## config.mk

```make
export PLATFORM = sky130hd
export DESIGN_NAME = cpr_dispatch
export DESIGN_NICKNAME = d
export VERILOG_FILES = /design/src/rtl/cpr_dispatch.sv
export SDC_FILE = /design/constraint.sdc
export NUM_CORES = 1
export LEC_CHECK = 0
export ABC_CLOCK_PERIOD_IN_PS = 2900
export CORE_AREA = 2 2 178 180
export DETAILED_ROUTE_END_ITERATION = 16
export DIE_AREA = 0 0 180 182
export DONT_BUFFER_PORTS = 1
export SKIP_CTS_REPAIR_TIMING = 1
export SLEW_MARGIN = 10
export SYNTH_ARGS = -nofsm -noshare
export SYNTH_HDL_FRONTEND = slang
export SYNTH_SLANG_ARGS = --single-unit
```

## constraint.sdc

```tcl
create_clock -name clk -period 2.9 [get_ports clk]
set_input_delay 0.145 -clock clk [delete_from_list [all_inputs] [get_ports clk]]
set_output_delay 0.145 -clock clk [all_outputs]
set_load 0.02 [all_outputs]
```

## src/rtl/cpr_dispatch.sv

```systemverilog
// rtl/cpr_dispatch.sv - routes tagged beats into per-lane FIFOs and publishes per-block info records
// Optional feature macro: CPR_DISPATCH_FORCE_CLOSE_EN (force-close a block at full count, sticky err)

module cpr_dispatch #(
  parameter int LANE_W  = 2,
  parameter int DATA_W  = 24,
  parameter int FDSSI_W = 12,
  parameter int SSI_W   = 8,
  parameter int CNT_W   = 8,
  localparam int N      = 2 ** LANE_W,
  localparam int INFO_W = FDSSI_W + SSI_W + CNT_W
) (
  input  logic                  clk,
  input  logic                  rst,
  input  logic                  s_valid,
  output logic                  s_ready,
  input  logic [DATA_W-1:0]     s_data,
  input  logic [LANE_W-1:0]     s_lane,
  input  logic [FDSSI_W-1:0]    s_fdssi,
  input  logic [SSI_W-1:0]      s_ssi,
  input  logic                  s_last,
  output logic [N-1:0]          wrreq,
  output logic [N*DATA_W-1:0]   data,
  input  logic [N-1:0]          full,
  output logic [N-1:0]          info_tvalid,
  input  logic [N-1:0]          info_tready,
  output logic [N*INFO_W-1:0]   info,
  output logic                  err
);

  localparam logic [CNT_W-1:0] CNT_MAX = '1;
  localparam logic [CNT_W-1:0] CNT_ONE = CNT_W'(1);

  logic [N-1:0]         open_q;
  logic [FDSSI_W-1:0]   hdr_fdssi_q [N];
  logic [SSI_W-1:0]     hdr_ssi_q   [N];
  logic [CNT_W-1:0]     cnt_q       [N];
  logic [DATA_W-1:0]    data_q      [N];
  logic [INFO_W-1:0]    info_q      [N];
  logic [N-1:0]         wrreq_q;
  logic [N-1:0]         info_tvalid_q;

  logic                 lane_open;
  logic [CNT_W-1:0]     lane_cnt;
  logic [CNT_W-1:0]     cnt_next;
  logic                 close_beat;
  logic                 hold_max;
  logic                 slot_free;
  logic                 accept;
  logic [FDSSI_W-1:0]   rec_fdssi;
  logic [SSI_W-1:0]     rec_ssi;
`ifdef CPR_DISPATCH_FORCE_CLOSE_EN
  logic                 force_close;
  logic                 err_q;
`endif

  // Accept decision and next count for the lane addressed by the current beat
  always_comb begin
    lane_open = open_q[s_lane];
    lane_cnt  = cnt_q[s_lane];
    if (!lane_open) begin
      cnt_next = CNT_ONE;
    end else if (lane_cnt == CNT_MAX) begin
      // Only reachable when a last beat arrives at full count; saturate instead of wrapping to 0
      cnt_next = CNT_MAX;
    end else begin
      cnt_next = lane_cnt + CNT_ONE;
    end
`ifdef CPR_DISPATCH_FORCE_CLOSE_EN
    // The beat that brings the count to its maximum closes the block even without s_last
    force_close = !s_last && (cnt_next == CNT_MAX);
    close_beat  = s_last || force_close;
    hold_max    = 1'b0;
`else
    // At full count only a last beat may enter, so the counter never has to wrap
    close_beat  = s_last;
    hold_max    = lane_open && (lane_cnt == CNT_MAX) && !s_last;
`endif
    slot_free = !info_tvalid_q[s_lane] || info_tready[s_lane];
    s_ready   = !full[s_lane] && !hold_max && (!close_beat || slot_free);
    accept    = s_valid && s_ready;
    rec_fdssi = lane_open ? hdr_fdssi_q[s_lane] : s_fdssi;
    rec_ssi   = lane_open ? hdr_ssi_q[s_lane]   : s_ssi;
  end

  // Per-lane block tracking, FIFO write port and info record holding registers
  always_ff @(posedge clk or negedge rst) begin
    if (!rst) begin
      open_q        <= '0;
      wrreq_q       <= '0;
      info_tvalid_q <= '0;
      for (int i = 0; i < N; i++) begin
        hdr_fdssi_q[i] <= '0;
        hdr_ssi_q[i]   <= '0;
        cnt_q[i]       <= '0;
        data_q[i]      <= '0;
        info_q[i]      <= '0;
      end
    end else begin
      wrreq_q       <= '0;
      info_tvalid_q <= info_tvalid_q & ~info_tready;
      if (accept) begin
        wrreq_q[s_lane] <= 1'b1;
        data_q[s_lane]  <= s_data;
        cnt_q[s_lane]   <= cnt_next;
        if (!lane_open) begin
          hdr_fdssi_q[s_lane] <= s_fdssi;
          hdr_ssi_q[s_lane]   <= s_ssi;
        end
        if (close_beat) begin
          // A close overrides a same-cycle drain of the previous record
          open_q[s_lane]        <= 1'b0;
          info_q[s_lane]        <= {rec_fdssi, rec_ssi, cnt_next};
          info_tvalid_q[s_lane] <= 1'b1;
        end else begin
          open_q[s_lane] <= 1'b1;
        end
      end
    end
  end

`ifdef CPR_DISPATCH_FORCE_CLOSE_EN
  // Sticky flag recording that at least one block was cut short at full count
  always_ff @(posedge clk or negedge rst) begin
    if (!rst) begin
      err_q <= 1'b0;
    end else if (accept && force_close) begin
      err_q <= 1'b1;
    end
  end
  assign err = err_q;
`else
  assign err = 1'b0;
`endif

  assign wrreq       = wrreq_q;
  assign info_tvalid = info_tvalid_q;

  for (genvar g = 0; g < N; g++) begin : g_lane_out
    assign data[g*DATA_W +: DATA_W] = data_q[g];
    assign info[g*INFO_W +: INFO_W] = info_q[g];
  end

endmodule

```

==> results.json <==
{
  "ys_warn_count": 0,
  "io_pins": 276,
  "antenna_left": 0,
  "synth_fp_nets": 876,
  "synthTopCellsByCount": "mux2_2 (335), dfrtp_1 (332), mux4_2 (25)",
  "initial_utilization_pct": 44.4,
  "clock_latency_ns": 0.52,
  "cpMaxStageDelayCell": "mux4_2",
  "worst-path-buf-inv": 0,
  "synthFlopType": "dfrtp_1",
  "tns_ns": 0,
  "grt_pass1_vias": 8236,
  "synth.largest_area_cell": "dfrtp_1",
  "post-route-period-util_pct": 93.9,
  "worstPathRequired_ns": 3.29,
  "place_congestion": 0.818,
  "fillers": 2529,
  "cp-end-kind": "flip-flop",
  "fin_nets": 943,
  "worstSetupPathType": "reg2reg",
  "cts.sinks": 332,
  "synthTopCellsByArea": "dfrtp_1 (60%), mux2_2 (27%), mux4_2 (4.1%)",
  "swShare_pct": 31.1,
  "antenna_found_initial": 2,
  "syn_area_um2": 13800,
  "outcome": "finished, violations left",
  "violations": "hold timing",
  "synth-edff-count": 0,
  "grt_start_max_net_pins": 333,
  "cp-start-kind": "flip-flop",
  "synth.distinct_cells": 41,
  "ys_seq_area_share_pct": 60.4,
  "irDropWorstVdd_uv": 498,
  "cts_tree": "built",
  "dp_hpwl_um": 20300,
  "syn_area_per_cell_um2": 16.8,
  "crit_family": "multiplexers",
  "hold_viol_final": 333,
  "num_rows": 65,
  "final_util_pct": 51.6,
  "critPathArrivalTime_ns": 3.11,
  "wl_per_cell_um": 23.9,
  "die_area_um2": 32800,
  "cp_num_cells": 6,
  "finalClockSkew_ns": 0.0181,
  "dr.pass1.iters": 4,
  "clock_path_buffers": 3,
  "rsz0062_at_grt": "no",
  "grt_pass1_wl_um": 48700,
  "core_area_um2": 31000,
  "power.net_switching_uw": 4980,
  "drv_cap": 0,
  "setup_viol": 0,
  "via_per_inst": 5.61,
  "drive_gt1_share_pct": 50.8,
  "slowest_delay_ns": 0.53,
  "die_x_um": 180,
  "yosysMostFrequentCell": "mux2_2",
  "grt_use_total_pct": 19.0,
  "seqPwrFrac_pct": 52.6,
  "slew_headroom_pct": 45.1,
  "drv_slew": 0,
  "drtIter0Drc": 384,
  "remaining_drc_errors": 0,
  "root_buffer": "clkbuf_16",
  "min_period_ns": 2.72,
  "die_h_um": 182,
  "synth_top_area_share_pct": 60.4,
  "pwr-share-comb_pct": 15.3,
  "wl_um": 31500,
  "intPower_uw": 11000,
  "syn_inst": 817,
  "async_reset_ff_share_pct": 100,
  "overflow": 0,
  "syn_to_final_growth_pct": 16.2,
  "clk_pin_slew_ns": 0.06,
  "cts_htree_levels": 2,
  "cts_buffers": 38,
  "ys_seq_elements": 332,
  "cp_max_fo": 34,
  "reg2reg_depth": 6,
  "holdWs_ns": -0.657,
  "max_slew.worst_pin.slew_ns": 0.820,
  "crit_chain": "mux4_2 -> ha_1 -> and3_2 -> nand4_4 -> nand3b_4 -> mux2_2",
  "hold_class": "in2async",
  "max_freq_mhz": 367,
  "leakagePower_uw": 0.00710,
  "vias": 7392,
  "io_buffers": 0,
  "p_per_area_nw_per_um2": 1000,
  "p_clk_share_pct": 32.1
}
## flip-flops by register name, indices dropped and copies added (netlist names), named ones only
register / flops
hdr_ssi_q: 32
data: 96
hdr_fdssi_q: 48
wrreq: 4
info_tvalid: 4
cnt_q: 32
info: 112
## cell usage in the layout (no fill, tap or decap), drive strengths merged, types with 3 or more instances in the layout
cell type	netlist	layout
mux2	344	344
buf	35	19
clkinv	0	5
nand2b	6	6
nor3	5	5
clkbuf	8	58
mux4	31	31
dfrtp	332	332
nor2	6	6
nand4	4	4
nand2	4	4
and3	3	3
inv	7	7
nand3	4	4
a21oi	3	3
dlygate4sd3	0	51
o21ai	6	6
a31oi	3	3
bufinv	0	5
## kinds of logic (layout without fill, tap and decap cells)
| group | Yosys count | after routing | synth area share (%) |
|---|---|---|---|
| AOI/OAI and AO/OA | 17 | 17 | 0.901 |
| buffers and inverters | 50 | 147 | 2.83 |
| adders and majority gates | 1 | 1 | 0.0910 |
| other | 1 | 3 | 0.0273 |
| muxes | 375 | 375 | 33.5 |
| xor gates and xnor gates | 1 | 1 | 0.0637 |
| DFF | 332 | 332 | 60.4 |
| and+or+nand+nor | 40 | 40 | 2.23 |
## power by group through the flow
stage / sequential, µW / clock [µW] / combinational [µW]
global placement: 8430 / 0 / 2240
global route: 8630 / 5480 / 2660
CTS: 8450 / 5260 / 2390
detailed placement: 8510 / 0 / 2390
finish: 8430 / 5140 / 2450
floorplan: 8060 / 0 / 2010
## metrics by stage
stage | setup WS [ns] | hold slack (ns) | cell area [µm²] | std cells | total power (µW)
2_1_floorplan | 0.539 | -0.151 | 13800 | 817 | 10100
3_3_place_gp | 0.270 | -0.141 | 14100 | 1195 | 10700
3_5_place_dp | 0.158 | -0.143 | 14100 | 1195 | 10900
4_1_cts | 0.170 | -0.682 | 15500 | 1265 | 16100
5_1_grt | 0.0580 | -0.690 | 16000 | 1318 | 16800
6_report | 0.178 | -0.657 | 16000 | 1318 | 16000
## final timing paths
kind / from / slack (ns) / endpoint
worst max register to register: cnt_q[8] / 0.18 / data[66]
min in group clk: s_last / -0.01 / info_tvalid[3]
worst max-delay path: cnt_q[8] / 0.18 / data[66]
worst min-delay path: rst / -0.66 / info[48]
max in group asynchronous: rst / 3.10 / info[7]
worst min register to register: hdr_fdssi_q[46] / 0.48 / hdr_fdssi_q[46]
## routing by layer
layer / vias up / share of wire, % / track usage (%)
met3: 54 / 8.8 / 7.30
met1: 3913 / 39 / 22.4
met2: 303 / 50 / 32.2
met5: - / 0 / 0
met4: 0 / 2.3 / 6.21
li1: 3122 / - / -
## area by class of cell
cell class	count	area (µm²)	area share, %
antenna	2	5.00	0.0313
clock buffer	58	1200	7.51
clock inverter	12	190	1.19
inverter	7	26.3	0.164
multi-input combinational	435	5090	31.8
sequential	332	8310	52.0
tap	402	503	3.15
timing repair buffer	70	666	4.16
Note: power is estimated with default switching activity, not from simulation.
